**src/rtl/irda_mir_tx_sequencer.sv**
```systemverilog
// irda_mir_tx_sequencer: frame-level sequencer for the MIR transmit path.
// A frame is: restart the data controller, send PREAMBLE_FLAGS x 0x7E, send the
// zero-stuffed data bits, send the zero-stuffed inverted CRC-16 LSB first, and
// finish with one 0x7E stop flag. One bit leaves per bit_tick_i strobe.
// Optional HDLC abort (input abort_i) is compiled in with `define IRDA_MIR_ABORT_EN.
//
// Data handshake: data_available_i qualifies data_bit_i. next_data_o is a
// single-cycle strobe meaning "data_bit_i was consumed on this edge"; the data
// controller presents the next bit, or drops data_available_i, by the next cycle.
module irda_mir_tx_sequencer #(
    parameter int unsigned PREAMBLE_FLAGS = 2,
    parameter logic [15:0] CRC_INIT       = 16'hFFFF
) (
    input  logic clk,
    input  logic wb_rst_n,
    input  logic tx_start_i,
    input  logic bit_tick_i,
    input  logic data_bit_i,
    input  logic data_available_i,
`ifdef IRDA_MIR_ABORT_EN
    input  logic abort_i,
`endif
    output logic dc_restart_o,
    output logic next_data_o,
    output logic mir_tx_enabled_o,
    output logic tx_bit_o,
    output logic tx_busy_o,
    output logic tx_done_o
);

    typedef enum logic [3:0] {
        S_IDLE, S_RESTART, S_WAIT_DATA, S_FLAG, S_DATA, S_CRC, S_STOP, S_DONE, S_ABORT
    } state_t;

    localparam logic [7:0]  FLAG_BYTE = 8'h7E;
    localparam logic [6:0]  FLAG_LAST = 7'(PREAMBLE_FLAGS * 8 - 1);
    localparam logic [15:0] CRC_POLY  = 16'h8408;  // 0x1021 bit-reversed for LSB-first

    state_t      state_q, state_d;
    logic        tx_bit_q, tx_bit_d;
    logic [15:0] crc_q, crc_d;
    logic [2:0]  stuff_q, stuff_d;
    logic [6:0]  cnt_q, cnt_d;
    logic        aborted_q, aborted_d;

    logic        abort_req;
    logic        stuff_now;
    logic [15:0] crc_next;
    logic        crc_out;

`ifdef IRDA_MIR_ABORT_EN
    assign abort_req = abort_i && (state_q == S_FLAG || state_q == S_DATA || state_q == S_CRC);
`else
    assign abort_req = 1'b0;
`endif

    // Five consecutive ones have gone out: the next tick must carry a stuffed zero.
    assign stuff_now = (stuff_q == 3'd5);
    assign crc_next  = {1'b0, crc_q[15:1]} ^ ((crc_q[0] ^ data_bit_i) ? CRC_POLY : 16'h0000);
    // DATA's exit tick always sends CRC bit 0; CRC state indexes by cnt_q.
    assign crc_out   = (state_q == S_DATA) ? ~crc_q[0] : ~crc_q[cnt_q[3:0]];

    // State register.
    always_ff @(posedge clk or negedge wb_rst_n) begin
        if (!wb_rst_n) state_q <= S_IDLE;
        else           state_q <= state_d;
    end

    // Next-state logic; a tick only counts once the state has been entered.
    always_comb begin
        state_d = state_q;
        case (state_q)
            S_IDLE:      if (tx_start_i) state_d = S_RESTART;
            S_RESTART:   state_d = S_WAIT_DATA;
            S_WAIT_DATA: if (data_available_i) state_d = S_FLAG;
            S_FLAG: begin
                if (abort_req) state_d = S_ABORT;
                else if (bit_tick_i && cnt_q == FLAG_LAST) state_d = S_DATA;
            end
            S_DATA: begin
                if (abort_req) state_d = S_ABORT;
                else if (bit_tick_i && !stuff_now && !data_available_i) state_d = S_CRC;
            end
            S_CRC: begin
                if (abort_req) state_d = S_ABORT;
                else if (bit_tick_i && !stuff_now && cnt_q == 7'd15) state_d = S_STOP;
            end
            S_STOP:      if (bit_tick_i && cnt_q == 7'd7) state_d = S_DONE;
            S_ABORT:     if (bit_tick_i && cnt_q == 7'd7) state_d = S_DONE;
            S_DONE:      state_d = S_IDLE;
            default:     state_d = S_IDLE;
        endcase
    end

    // FSM outputs; next_data_o is combinational so the consume strobe shares the tick cycle.
    always_comb begin
        dc_restart_o     = (state_q == S_RESTART) || (state_q == S_DONE && aborted_q);
        next_data_o      = bit_tick_i && (state_q == S_DATA) && !stuff_now &&
                           data_available_i && !abort_req;
        mir_tx_enabled_o = (state_q == S_DATA);
        tx_busy_o        = (state_q != S_IDLE) && (state_q != S_DONE);
        tx_done_o        = (state_q == S_DONE);
    end

    assign tx_bit_o = tx_bit_q;

    // Datapath next values: serial bit, CRC, stuff counter and bit counter.
    always_comb begin
        tx_bit_d  = tx_bit_q;
        crc_d     = crc_q;
        stuff_d   = stuff_q;
        cnt_d     = cnt_q;
        aborted_d = aborted_q;
        case (state_q)
            S_IDLE: aborted_d = 1'b0;
            S_RESTART: begin
                crc_d     = CRC_INIT;
                stuff_d   = 3'd0;
                cnt_d     = 7'd0;
                aborted_d = 1'b0;
            end
            S_FLAG, S_STOP: begin
                if (abort_req) begin
                    cnt_d = 7'd0;
                end else if (bit_tick_i) begin
                    tx_bit_d = FLAG_BYTE[cnt_q[2:0]];
                    if ((state_q == S_FLAG && cnt_q == FLAG_LAST) ||
                        (state_q == S_STOP && cnt_q == 7'd7)) cnt_d = 7'd0;
                    else                                      cnt_d = cnt_q + 7'd1;
                end
            end
            S_DATA, S_CRC: begin
                if (abort_req) begin
                    cnt_d = 7'd0;
                end else if (bit_tick_i) begin
                    if (stuff_now) begin
                        tx_bit_d = 1'b0;
                        stuff_d  = 3'd0;
                    end else if (state_q == S_DATA && data_available_i) begin
                        tx_bit_d = data_bit_i;
                        crc_d    = crc_next;
                        stuff_d  = data_bit_i ? stuff_q + 3'd1 : 3'd0;
                    end else begin
                        tx_bit_d = crc_out;
                        stuff_d  = crc_out ? stuff_q + 3'd1 : 3'd0;
                        if (state_q == S_DATA)   cnt_d = 7'd1;
                        else if (cnt_q == 7'd15) cnt_d = 7'd0;
                        else                     cnt_d = cnt_q + 7'd1;
                    end
                end
            end
            S_ABORT: begin
                if (bit_tick_i) begin
                    tx_bit_d = 1'b1;
                    if (cnt_q == 7'd7) begin
                        cnt_d     = 7'd0;
                        aborted_d = 1'b1;
                    end else begin
                        cnt_d = cnt_q + 7'd1;
                    end
                end
            end
            S_DONE: tx_bit_d = 1'b0;
            default: tx_bit_d = tx_bit_q;
        endcase
    end

    // Datapath registers.
    always_ff @(posedge clk or negedge wb_rst_n) begin
        if (!wb_rst_n) begin
            tx_bit_q  <= 1'b0;
            crc_q     <= CRC_INIT;
            stuff_q   <= 3'd0;
            cnt_q     <= 7'd0;
            aborted_q <= 1'b0;
        end else begin
            tx_bit_q  <= tx_bit_d;
            crc_q     <= crc_d;
            stuff_q   <= stuff_d;
            cnt_q     <= cnt_d;
            aborted_q <= aborted_d;
        end
    end

endmodule

```
**config.mk**
```make
export PLATFORM = sky130hd
export DESIGN_NAME = irda_mir_tx_sequencer
export DESIGN_NICKNAME = d
export VERILOG_FILES = /design/src/rtl/irda_mir_tx_sequencer.sv
export SDC_FILE = /design/constraint.sdc
export NUM_CORES = 1
export LEC_CHECK = 0
export ABC_AREA = 1
export ABC_CLOCK_PERIOD_IN_PS = 1400
export BUFFER_PORTS_ARGS = -buffer_cell sky130_fd_sc_hd__buf_4
export CORE_MARGIN = 2
export CORE_UTILIZATION = 50
export DETAILED_ROUTE_END_ITERATION = 8
export GPL_TIMING_DRIVEN = 0
export PLACE_DENSITY = 0.77
export SYNTH_ARGS = -nofsm -noshare
export SYNTH_HDL_FRONTEND = slang
export SYNTH_SLANG_ARGS = --single-unit
```
**constraint.sdc**
```tcl
create_clock -name clk -period 1.4 [get_ports clk]
set_input_delay 0.07 -clock clk [delete_from_list [all_inputs] [get_ports clk]]
set_output_delay 0.07 -clock clk [all_outputs]
set_load 0.02 [all_outputs]
```
; Word-level counts from Yosys, hierarchy flattened
; Memories as Yosys holds them, arrays and structs flattened.
; Index checks and enable logic that the tools add are counted.
[classes]
addsub = 2
order_cmp = 2
eq_ne = 25
mux = 41
bitwise = 4
n_reduce_logical = 33
[ops]
columns = op, count
row1 = two-way mux 16 bit, 4
row2 = two-way mux 7 bit, 9
row3 = one-hot mux 16 bit (2 select lines), 1
row4 = one-hot mux 4 bit (7 select lines), 1
row5 = one-hot mux 7 bit (4 select lines), 1
row6 = two-way mux 4 bit, 6
row7 = "!= test 2 bit, second input constant", 11
row8 = "equality test 4 x 3 -> 1 bit, second input constant", 4
row9 = bitwise XOR 15 x 16 -> 16 bit, 1
row10 = two-way mux 3 bit, 5
row11 = logical AND 1 bit, 13
row12 = AND reduction 6 bit, 2
row13 = nonzero test 4 bit, 3
row14 = two-way mux 1 bit, 10
row15 = "equality test 4 x 2 -> 1 bit, second input constant", 2
row16 = AND reduction 4 bit, 2
row17 = OR reduction 2 bit, 4
row18 = "adder 7 x 1 -> 7 bit, second input constant", 1
row19 = "equality test 7 x 3 -> 1 bit, second input constant", 1
row20 = "equality test 7 x 4 -> 1 bit, second input constant", 1
row21 = one-hot mux 3 bit (2 select lines), 1
row22 = "less-than comparator 4 x 5 -> 1 bit, second input constant", 1
row23 = binary-select mux 1 bit (select 4 bit), 1
row24 = "equality test 4 x 1 -> 1 bit, second input constant", 1
row25 = 16 further kinds, 21
[word_totals]
reg_bits = 32
rom_bits = 8
word_cells = 114
memories = 1
[memory_table]
columns = name, depth, width, read_ports, rd_clocked_by_memory_dff, wr, line_no
row1 = (no name shown), 8, 1, 1, 0, 0, 126  ; tx_bit_d = FLAG_BYTE[cnt_q[2:0]];

; Longest topological paths before layout
; Gate-level depths: netlist of the first run.
[logic_depth]
word_depth = 9
depth_mapped = 10

; Worst setup path before layout of the first run
; OpenSTA, ideal clock, no wires.
[synth_path]
path_kind = register -> register
start = register stuff_q[0]
end = register cnt_q[3]
arrival_ns = 1.412
t_required_ns = 1.323
setup_slack_ns = -0.090
stages_incl_launch_ff = 8
path_buffers = 0
synth_period_minus_slack_ns = 1.490
path_cell_list = dfrtp_1 > ha_1 > nand2_1 > nand2_1 > a21oi_4 > nand3b_4 > or2_1 > a21oi_1
[synth_between]
elab_chain_len = 3
[synth_lines]
columns = element, line_no
row1 = start: declaration, 42  ; logic [2:0] stuff_q, stuff_d;
row2 = start signal: assignment, 179  ; stuff_q <= stuff_d;
row3 = equality test 3 bit, 58  ; assign stuff_now = (stuff_q == 3'd5);
row4 = != test 2 bit (no source line), n/a
row5 = AND reduction 6 bit (no source line), n/a
row6 = end signal: assignment, 180  ; cnt_q <= cnt_d;
row7 = end: declaration, 43  ; logic [6:0] cnt_q, cnt_d;
; Every way passes these cells.
; A chain may end at the register's enable or synchronous reset.

; Final worst setup path of the first run
[layout_path]
start = register state_q[0]
end = register stuff_q[1]
[layout_between]
elab_chain_len = 7
elab_cells_between_ends = 14
[layout_lines]
columns = element, line_no
row1 = start: declaration, 39  ; state_t state_q, state_d;
row2 = start signal: assignment, 66  ; else state_q <= state_d;
row3 = equality test 4 x 3 -> 1 bit, "61, 114, 139"
row4 = two-way mux 1 bit, 61  ; assign crc_out = (state_q == S_DATA) ? ~crc_q[0] : ~crc_q[cnt_q[3:0]];
row5 = two-way mux 3 bit, 145  ; stuff_d = crc_out ? stuff_q + 3'd1 : 3'd0;
row6 = two-way mux 3 bit, 139  ; end else if (state_q == S_DATA && data_available_i) begin
row7 = two-way mux 3 bit, 136  ; if (stuff_now) begin
row8 = two-way mux 3 bit, 135  ; end else if (bit_tick_i) begin
row9 = one-hot mux 3 bit (2 select lines), 114  ; case (state_q)
; Several ways; a longest one is shown, not always the timed one. The select of a mux whose other input is x is not followed.

==> reports/metrics.cfg, run 1 <==
[run_status]
status = complete, but fails checks
violations = negative setup slack

[yosys]
syn_inst = 263
synth_compound_area_share_pct = 17.1
synth_top_area_share_pct = 21.8
muxShareOfSynthArea_pct = 0
ys_types = 34
synth_area_um2 = 1930
synthAdderAreaFrac_pct = 3.24
synth_top_family_by_area = simple AND/OR/NAND/NOR gates
syn_area_per_cell_um2 = 7.34
synth_area_leaders = dfstp_2 22%, dfrtp_1 18%, nand2_1 11%
yosys_register_bits = 30
synth_top_area_cell = dfstp_2
synth-simple-area-share_pct = 27.5
synth.net_count = 274
synth_xor_area_share_pct = 1.36
ys_seq_area_share_pct = 39.9
ys_warn_count = 0

[sta]
tightest_slew_ns = 0.429
drv_slew = 0
clock_skew_ns = 0.0106
rsz0062_at_grt = true
maxSlewHeadroom_pct = 71.2
fin_setup_tns_ns = -7.76
finalCritPeriodShare_pct = 124
post-route-min-period_ns = 1.73
setup_violations = 34
fin_ws_ns = -0.329
final-hold-violation-count = 0
fmax_ghz = 0.578

[drt]
dr.pass1.iters = 6
dr_total_vias = 2192
drt_wl_total_um = 7000
drc = 0
drt_iter0_drc = 185
ant_nets = 0
avgRoutedWirePerCell_um = 19.3
viasPerCell = 6.06

[place]
placedInstanceArea_um2 = 2110
dp.final_hpwl_um = 2980
portBuffers = 11
place.gp.congestion = 0.867

[critical_path]
crit_path_max_fanout = 7
path_class = flop to flop
start_kind = flop
rrSetupSlack_ns = -0.33
cp.required_ns = 1.61
endpoint_kind = flop
reg2regPathDepth = 8
rr_startpoint = state_q[0]
worstReg2RegEnd = stuff_q[1]
crit_arrival_ns = 1.94

[cts]
clock_sinks = 30
cts_buffer_depth = 2
numCtsBuffers = 5
h-tree-depth = 2
clk_pin_slew_worst_paths_ns = 0.07
clock_latency_ns = 0.30
cts_tree = built
clockRootBuffer = clkbuf_8

[min_path]
holdPathEnd = tx_bit_o
min_path_type = input pin to flop
min_path_cells = 5
worstHoldStart = bit_tick_i

[die]
ios = 12
dieArea_um2 = 4370
die_y_um = 66.1
coreArea_um2 = 3690
rows = 22
start_util_pct = 52.3
die_w_um = 66.1

[run]
max_cap_violations = 0

[cells_and_area]
drive_gt1_share_pct = 50.3
final_util_pct = 77.0
nNetsFinal = 324
final_area_um2 = 2840
antennaDiodeCount = 0
num-fill-cells = 193
area_delta_synth_final_pct = 47.2

[power_and_ir_drop]
seq_power_share_pct = 23.9
p_clk_share_pct = 9.8
p_comb_share_pct = 66.4
p_int_mw = 3.65
power_density_nw_per_um2 = 2530
fin_total_pwr_mw = 7.19
ir_worst_vdd_mv = 1.84
switching_share_pct = 49.2
p_sw_mw = 3.54
p_leak_nw = 1.34

[global_routing]
grt-ovfl-total = 0
use_met2_pct = 44.6
grt_pass1_vias = 1941
antenna_found_initial = 0
track_usage_pct = 27.4
met1_usage_pct = 34.1
gr-max-usage-layer = met2
grt_start_max_net_pins = 31
grt_pass1_wl_um = 8940
use_met3_pct = 6.13

[cell usage after synthesis, drive strengths merged]
cell    count
nor3        4
a211oi      2
nor4        1
clkinv      1
xor2        3
nand4       3
inv        47
or2         5
o21bai      1
a21oi      11
o22ai       2
nand3b      2
clkbuf      3
dfrtp      14
o21ai      43
nand3      21
ha          5
buf         3
a31oi       1
nor2       15
dfstp      16
nand2      60
[stage by stage]
step,hold slack [ns],worst slack (ns),instances
finish,0.233,-0.329,362
global route,0.249,-0.376,362
CTS,0.153,-0.152,356
detailed placement,0.0170,-0.262,322
global placement,0.0214,-0.278,322
floorplan,-0.226,-0.0374,263
[power groups by stage]
stage	clock network, mW	registers, mW	logic [mW]
3_3_place_gp	0	1.65	2.65
3_5_place_dp	0	1.66	2.69
5_1_grt	0.736	1.75	5.04
2_1_floorplan	0	1.60	2.10
6_report	0.702	1.72	4.77
4_1_cts	0.696	1.64	3.69
[state kept, by name, indices dropped and copies added, names as in the netlist]
register and cells:
cnt_q 7, crc_q 16, state_q 3, stuff_q 3, tx_bit_o 1
[placed cells by master (no fill, tap or decap), drive strengths merged]
cell	synthesis	layout
nand3	21	21
inv	47	46
clkinvlp	0	1
dfstp	16	16
a21oi	11	11
dfrtp	14	14
ha	5	5
a31oi	1	1
nand3b	2	2
nor4	1	1
or2	5	5
dlygate4sd3	0	1
a211oi	2	2
clkinv	1	3
nand4	3	3
o21bai	1	1
o22ai	2	2
buf	3	46
o21ai	43	43
xor2	3	3
nor3	4	4
nor2	15	15
nand2	60	60
clkbuf	3	8
[what timing repair did]
action                     CTS  global route
hold buffers                 1             0
buffers inserted            25             7
gates cloned                 1             0
hold endpoints to repair    15             0
resized for setup           57            58
setup endpoints to repair   29            33
pin swaps                   14            19
[how the worst max path moves through the flow]
stage | startpoint | endpoint | slack (ns)
6_report | state_q[0] | stuff_q[1] | -0.33
5_1_grt | state_q[0] | stuff_q[1] | -0.38
4_1_cts | state_q[2] | cnt_q[3] | -0.15
3_5_place_dp | cnt_q[1] | state_q[1] | -0.26
3_3_place_gp | cnt_q[1] | state_q[1] | -0.28
2_1_floorplan | state_q[2] | cnt_q[3] | -0.04
[layout make-up]
class / instances / area, um2 / share of cell area, %
clock buffers: 6 / 72.6 / 2.56
repair buffers: 44 / 370 / 13.0
flip-flops and latches: 30 / 774 / 27.3
clock inverters: 2 / 10.0 / 0.352
plain buffers: 5 / 55.1 / 1.94
well taps: 48 / 60.1 / 2.11
multi-input cells: 179 / 1290 / 45.6
inverters: 48 / 204 / 7.18
[layer usage]
metal / up-vias / part of all wire [%]
li1: 947 / -
met1: 1053 / 37
met2: 156 / 50
met3: 36 / 8.0
met4: 0 / 4.7
met5: - / 0
[critical path: stages (launching register included)]
cell	delay (ns)
dfrtp_2	0.49
nor2_4	0.21
nand2_8	0.10
nand2_8	0.13
buf_6	0.11
nand2_1	0.06
nor3_2	0.19
nand2_2	0.15
o21ai_1	0.20
[logic make-up after synthesis]
logic type | Yosys count
simple gates | 111
xor+xnor | 3
compound gates | 60
fa+ha+maj | 5
flops | 30
buf+inv | 54
No activity file was read; power rests on OpenSTA's default activity.
==> run 2, diff against run 1 <==
--- a/config.mk
+++ b/config.mk
@@ -8,7 +8,7 @@
 export ABC_AREA = 1
 export ABC_CLOCK_PERIOD_IN_PS = 1400
 export BUFFER_PORTS_ARGS = -buffer_cell sky130_fd_sc_hd__buf_4
-export CORE_MARGIN = 2
+export CORE_MARGIN = 4
 export CORE_UTILIZATION = 50
 export DETAILED_ROUTE_END_ITERATION = 8
 export GPL_TIMING_DRIVEN = 0
==> run 2 against run 1 <==
  * The flow still finishes with violations (negative setup slack)
  * Non-clock buffer count down 6
  * First-iteration DRC count is 0.54% lower
  * Register-to-register slack gained 0.098 ns
  * Final area down 6.7%
  * Sequential share of layout area grew 2.0 points
  * Flip-flop and latch count did not move
  * Sequential power down 3%
  * Die area rose by 12%
  * Combinational power shrank 17%
  * Clock power increased by 21%
  * Worst hold slack better by 0.0049 ns
  * Setup slack improved by 0.098 ns
  * Largest power group unchanged
  * Highest routed layer unchanged
==> reports/metrics.cfg, run 2 (synthesis gave the netlist of run 1 again) <==
[cells_and_area]
drive_gt1_share_pct = 42.9
antennaDiodeCount = 0
final_util_pct = 71.8
mostFrequentLayoutCell = nand2_1
area_delta_synth_final_pct = 37.4
top_register = crc_q
largest_reg_flops = 16
largestRegisters = crc_q (16), cnt_q (7)
nNetsFinal = 318
mostFrequentLayoutCells = 47 x nand2_1, 33 x inv_1, 33 x buf_4, 19 x o21ai_1

[sta]
fin_ws_ns = -0.231
drv_slew = 0
tightest_slew_ns = 0.410
maxSlewHeadroom_pct = 72.7
finalCritPeriodShare_pct = 117
final-hold-violation-count = 0
clock_skew_ns = 0.00413
setup_violations = 31
post-route-min-period_ns = 1.63
rsz0062_at_grt = true
holdWs_ns = 0.238
fmax_ghz = 0.613

[critical_path]
path_class = flop to flop
crit_chain = ha_4 -> nand3_2 -> nor2_4 -> inv_2 -> o21ai_0 -> nand2_1 -> o21bai_1
cp_slowest_cell = dfrtp_2
rr_startpoint = cnt_q[0]
crit_path_max_fanout = 4
cp-startpoint = cnt_q[0]
endpoint_kind = flop
crit_arrival_ns = 1.80
start_kind = flop
worstReg2RegEnd = state_q[0]
cpPeakStageDelay_ns = 0.42
cp.required_ns = 1.57
reg2regPathDepth = 7
rrSetupSlack_ns = -0.23

[drt]
avgRoutedWirePerCell_um = 15.3
ant_nets = 0
dr.pass1.iters = 5
drt_wl_total_um = 5450
dr_total_vias = 1948
drc = 0
viasPerCell = 5.47
drt_iter0_drc = 184

[place]
dp.final_hpwl_um = 3030
place.gp.congestion = 0.846
portBuffers = 11

[global_routing]
grt_pass1_vias = 1920
grt_pass1_wl_um = 8800
grt-ovfl-total = 0
antenna_found_initial = 0
grt_start_max_net_pins = 31
track_usage_pct = 22.3

[die]
dieArea_um2 = 4920
start_util_pct = 52.3
ios = 12
rows = 22
coreArea_um2 = 3690
die_w_um = 70.1
die_y_um = 70.1

[cts]
clk_pin_slew_worst_paths_ns = 0.06
cts_tree = built
h-tree-depth = 2
clock_sinks = 30
numCtsBuffers = 5
clock_latency_ns = 0.28
clockRootBuffer = clkbuf_8
cts_buffer_depth = 2

[min_path]
min_path_type = input pin to flop
worstHoldStart = bit_tick_i
min_path_cells = 4
holdPathEnd = tx_bit_o

[power_and_ir_drop]
power_density_nw_per_um2 = 2450
p_leak_nw = 1.26
ir_worst_vdd_mv = 1.65
fin_total_pwr_mw = 6.49

[run_status]
status = complete, but fails checks
violations = negative setup slack

[run]
max_cap_violations = 0

==> run 2: how the worst max path moves through the flow <==
stage,end,slack [ns]
2_1_floorplan,cnt_q[3],-0.04
3_3_place_gp,state_q[1],-0.27
3_5_place_dp,state_q[2],-0.28
4_1_cts,cnt_q[3],-0.13
5_1_grt,state_q[2],-0.31
6_report,state_q[0],-0.23
==> run 2: cell type report <==
type / count / area, um2
Multi-Input combinational cell: 179 / 1170
Clock buffer: 8 / 111
Fill cell: 269 / 1040
Tap cell: 48 / 60.1
Sequential cell: 30 / 776
Inverter: 48 / 189
Buffer: 5 / 43.8
Timing Repair Buffer: 38 / 303
==> run 2: worst max-delay path, delay by kind of cell, from the launching register on <==
family          cells  cell delay, ns
simple gates        3            0.43
compound gates      2            0.41
buf+inv             1            0.08
flops               1            0.42
fa+ha+maj           1            0.16
==> run 2: routing by layer <==
layer / vias up / global-route usage [%] / part of all wire, %
met5: - / 0 / 0
met4: 0 / 7.87 / 1.8
met3: 15 / 4.60 / 5.8
met2: 72 / 38.4 / 50
met1: 927 / 27.4 / 42
li1: 934 / - / -
==> run 2: timing repair <==
item | 4_1_cts | 5_1_grt
setup buffers | 25 | 1
setup endpoints to repair | 29 | 34
pin swaps | 8 | 10
hold endpoints to repair | 14 | 0
hold buffers | 1 | 0
gates resized for setup | 38 | 26
==> run 2: through the flow <==
stage               instances  instance area, um2  setup slack (ns)  setup TNS (ns)
floorplan                 263                1970           -0.0374          -0.145
detailed placement        322                2110            -0.283           -5.66
global placement          322                2110            -0.266           -5.08
CTS                       355                2550            -0.133           -1.58
finish                    356                2650            -0.231           -3.85
global route              356                2650            -0.314           -5.94
==> run 2: report_power, final <==
part	internal [mW]	total (mW)	switching (mW)
combinational	1.62	3.98	2.36
clock	0.508	0.851	0.343
sequential	1.39	1.66	0.273
==> run 3, diff against run 2 <==
--- a/config.mk
+++ b/config.mk
@@ -7,12 +7,13 @@
 export LEC_CHECK = 0
 export ABC_AREA = 1
 export ABC_CLOCK_PERIOD_IN_PS = 1400
-export BUFFER_PORTS_ARGS = -buffer_cell sky130_fd_sc_hd__buf_4
 export CORE_MARGIN = 4
 export CORE_UTILIZATION = 50
 export DETAILED_ROUTE_END_ITERATION = 8
+export DONT_BUFFER_PORTS = 1
 export GPL_TIMING_DRIVEN = 0
-export PLACE_DENSITY = 0.77
+export PLACE_DENSITY = 0.75
+export SETUP_SLACK_MARGIN = 0.05
 export SYNTH_ARGS = -nofsm -noshare
 export SYNTH_HDL_FRONTEND = slang
 export SYNTH_SLANG_ARGS = --single-unit
==> run 3 against run 2 <==
  * The flow still finishes with violations (negative setup slack)
  * First-iteration DRC count is 14% lower
  * Global-route usage is 1.1 points lower
  * Critical endpoint is now cnt_q[3]
  * Sequential power is 2% higher
==> reports/metrics.cfg, run 3 (synthesis gave the netlist of run 1 again) <==
[place]
dp.final_hpwl_um = 2900
place.gp.congestion = 0.811
placedInstanceArea_um2 = 2040
placed_cells = 311
portBuffers = 0
dp_slack_ns = -0.226

[drt]
drc = 0
drt_iter0_drc = 158
avgRoutedWirePerCell_um = 16.3
dr_total_vias = 1986
drt_wl_total_um = 5610
dr.pass1.iters = 4
ant_nets = 0
viasPerCell = 5.76

[sta]
setup_violations = 32
holdWs_ns = 0.0290
fin_setup_tns_ns = -3.92
rsz0062_at_grt = true
clock_skew_ns = 0.00809
fmax_ghz = 0.620
maxSlewHeadroom_pct = 73.3
drv_slew = 0
tightest_slew_ns = 0.396
final-hold-violation-count = 0
fin_ws_ns = -0.214
finalCritPeriodShare_pct = 115
post-route-min-period_ns = 1.61

[die]
dieArea_um2 = 4920
rows = 22
ios = 12
coreArea_um2 = 3690
die_w_um = 70.1
die_y_um = 70.1
start_util_pct = 52.3

[global_routing]
grt-ovfl-total = 0
grt_start_max_net_pins = 31
track_usage_pct = 21.2
grt_pass1_vias = 1794
antenna_found_initial = 0
grt_pass1_wl_um = 8330

[cells_and_area]
top_register = crc_q
nNetsFinal = 307
mostFrequentLayoutCells = 48 x nand2_1, 33 x inv_1, 25 x o21ai_1, 24 x buf_4, 16 x dfstp_2
mostFrequentLayoutCell = nand2_1
antennaDiodeCount = 0
num-fill-cells = 253
largestRegisters = crc_q (16), cnt_q (7)
drive_gt1_share_pct = 42.1
final_area_um2 = 2610
final_util_pct = 70.8
fin_cells = 345
largest_reg_flops = 16
area_delta_synth_final_pct = 35.3

[run_status]
status = complete, but fails checks
violations = negative setup slack

[cts]
cts_buffer_depth = 2
clk_pin_slew_worst_paths_ns = 0.07
clockRootBuffer = clkbuf_8
numCtsBuffers = 5
h-tree-depth = 2
clock_sinks = 30
cts_tree = built
clock_latency_ns = 0.29

[critical_path]
path_class = flop to flop
crit_chain = nand2_2 -> inv_4 -> nand2_4 -> nand2_4 -> nor2_4 -> nand2_2 -> nand3b_4 -> or2_1 -> a21oi_2
crit_arrival_ns = 1.83
cp.required_ns = 1.62
cpPeakStageDelay_ns = 0.49
cp_slowest_cell = dfrtp_2
rrSetupSlack_ns = -0.21
crit_path_max_fanout = 8
start_kind = flop
endpoint_kind = flop

[power_and_ir_drop]
ir_worst_vdd_mv = 1.57
fin_total_pwr_mw = 6.36
power_density_nw_per_um2 = 2440
p_leak_nw = 1.22

[run]
max_cap_violations = 0

[min_path]
min_path_type = input pin to flop

==> run 3: changes by cell type in the layout (fill, tap and decap cells not counted), sizes merged <==
cell      delta
inv          -1
clkbuf       -1
clkinv       +2
clkinvlp     +1
buf         -12
==> run 3: path summary, 6_finish.rpt <==
path / endpoint / from / cells past startpoint
setup / recovery: cnt_q[3] / state_q[1] / 9
max in group asynchronous: crc_q[3] / wb_rst_n / 2
hold / removal: tx_bit_o / bit_tick_i / 3
min in group asynchronous: stuff_q[0] / wb_rst_n / 2
setup reg to reg: cnt_q[3] / state_q[1] / 9
hold reg to reg: crc_q[6] / crc_q[6] / 2
==> run 3: per-layer routing <==
metal | up-vias | share of wire [%] | global-route usage [%]
li1 | 914 | - | -
met1 | 942 | 39 | 26.3
met2 | 105 | 49 | 35.5
met3 | 25 | 9.2 | 5.47
met4 | 0 | 3.1 | 7.45
met5 | - | 0 | 0
==> run 3: critical path, delay by kind of cell, from the launching register on <==
kind	cells	cell delay (ns)
buffers and inverters	1	0.10
flip-flops	1	0.49
AND/OR/NAND/NOR	7	0.81
AO/OA/AOI/OAI	1	0.13
==> run 3: repair_timing <==
action,in CTS,in global routing
hold buffers,2,0
pin swaps,12,11
hold endpoints to repair,30,0
buffers inserted,16,8
cloned,1,0
setup endpoints to repair,30,34
resized for setup,33,47
==> run 3: layout make-up <==
cell class / instances / area [um2] / share of cell area (%)
inverter: 48 / 208 / 7.95
multi-input combinational: 179 / 1210 / 46.5
clock buffer: 6 / 72.6 / 2.78
clock inverter: 2 / 10.0 / 0.383
sequential: 30 / 776 / 29.7
tap: 48 / 60.1 / 2.30
buffer: 5 / 45.0 / 1.72
timing repair buffer: 27 / 225 / 8.62
==> run 3: power by group <==
group | internal, mW | total (mW) | switching [mW]
Clock | 0.344 | 0.698 | 0.354
Sequential | 1.39 | 1.70 | 0.311
Combinational | 1.56 | 3.97 | 2.40
Total | 3.29 | 6.36 | 3.07
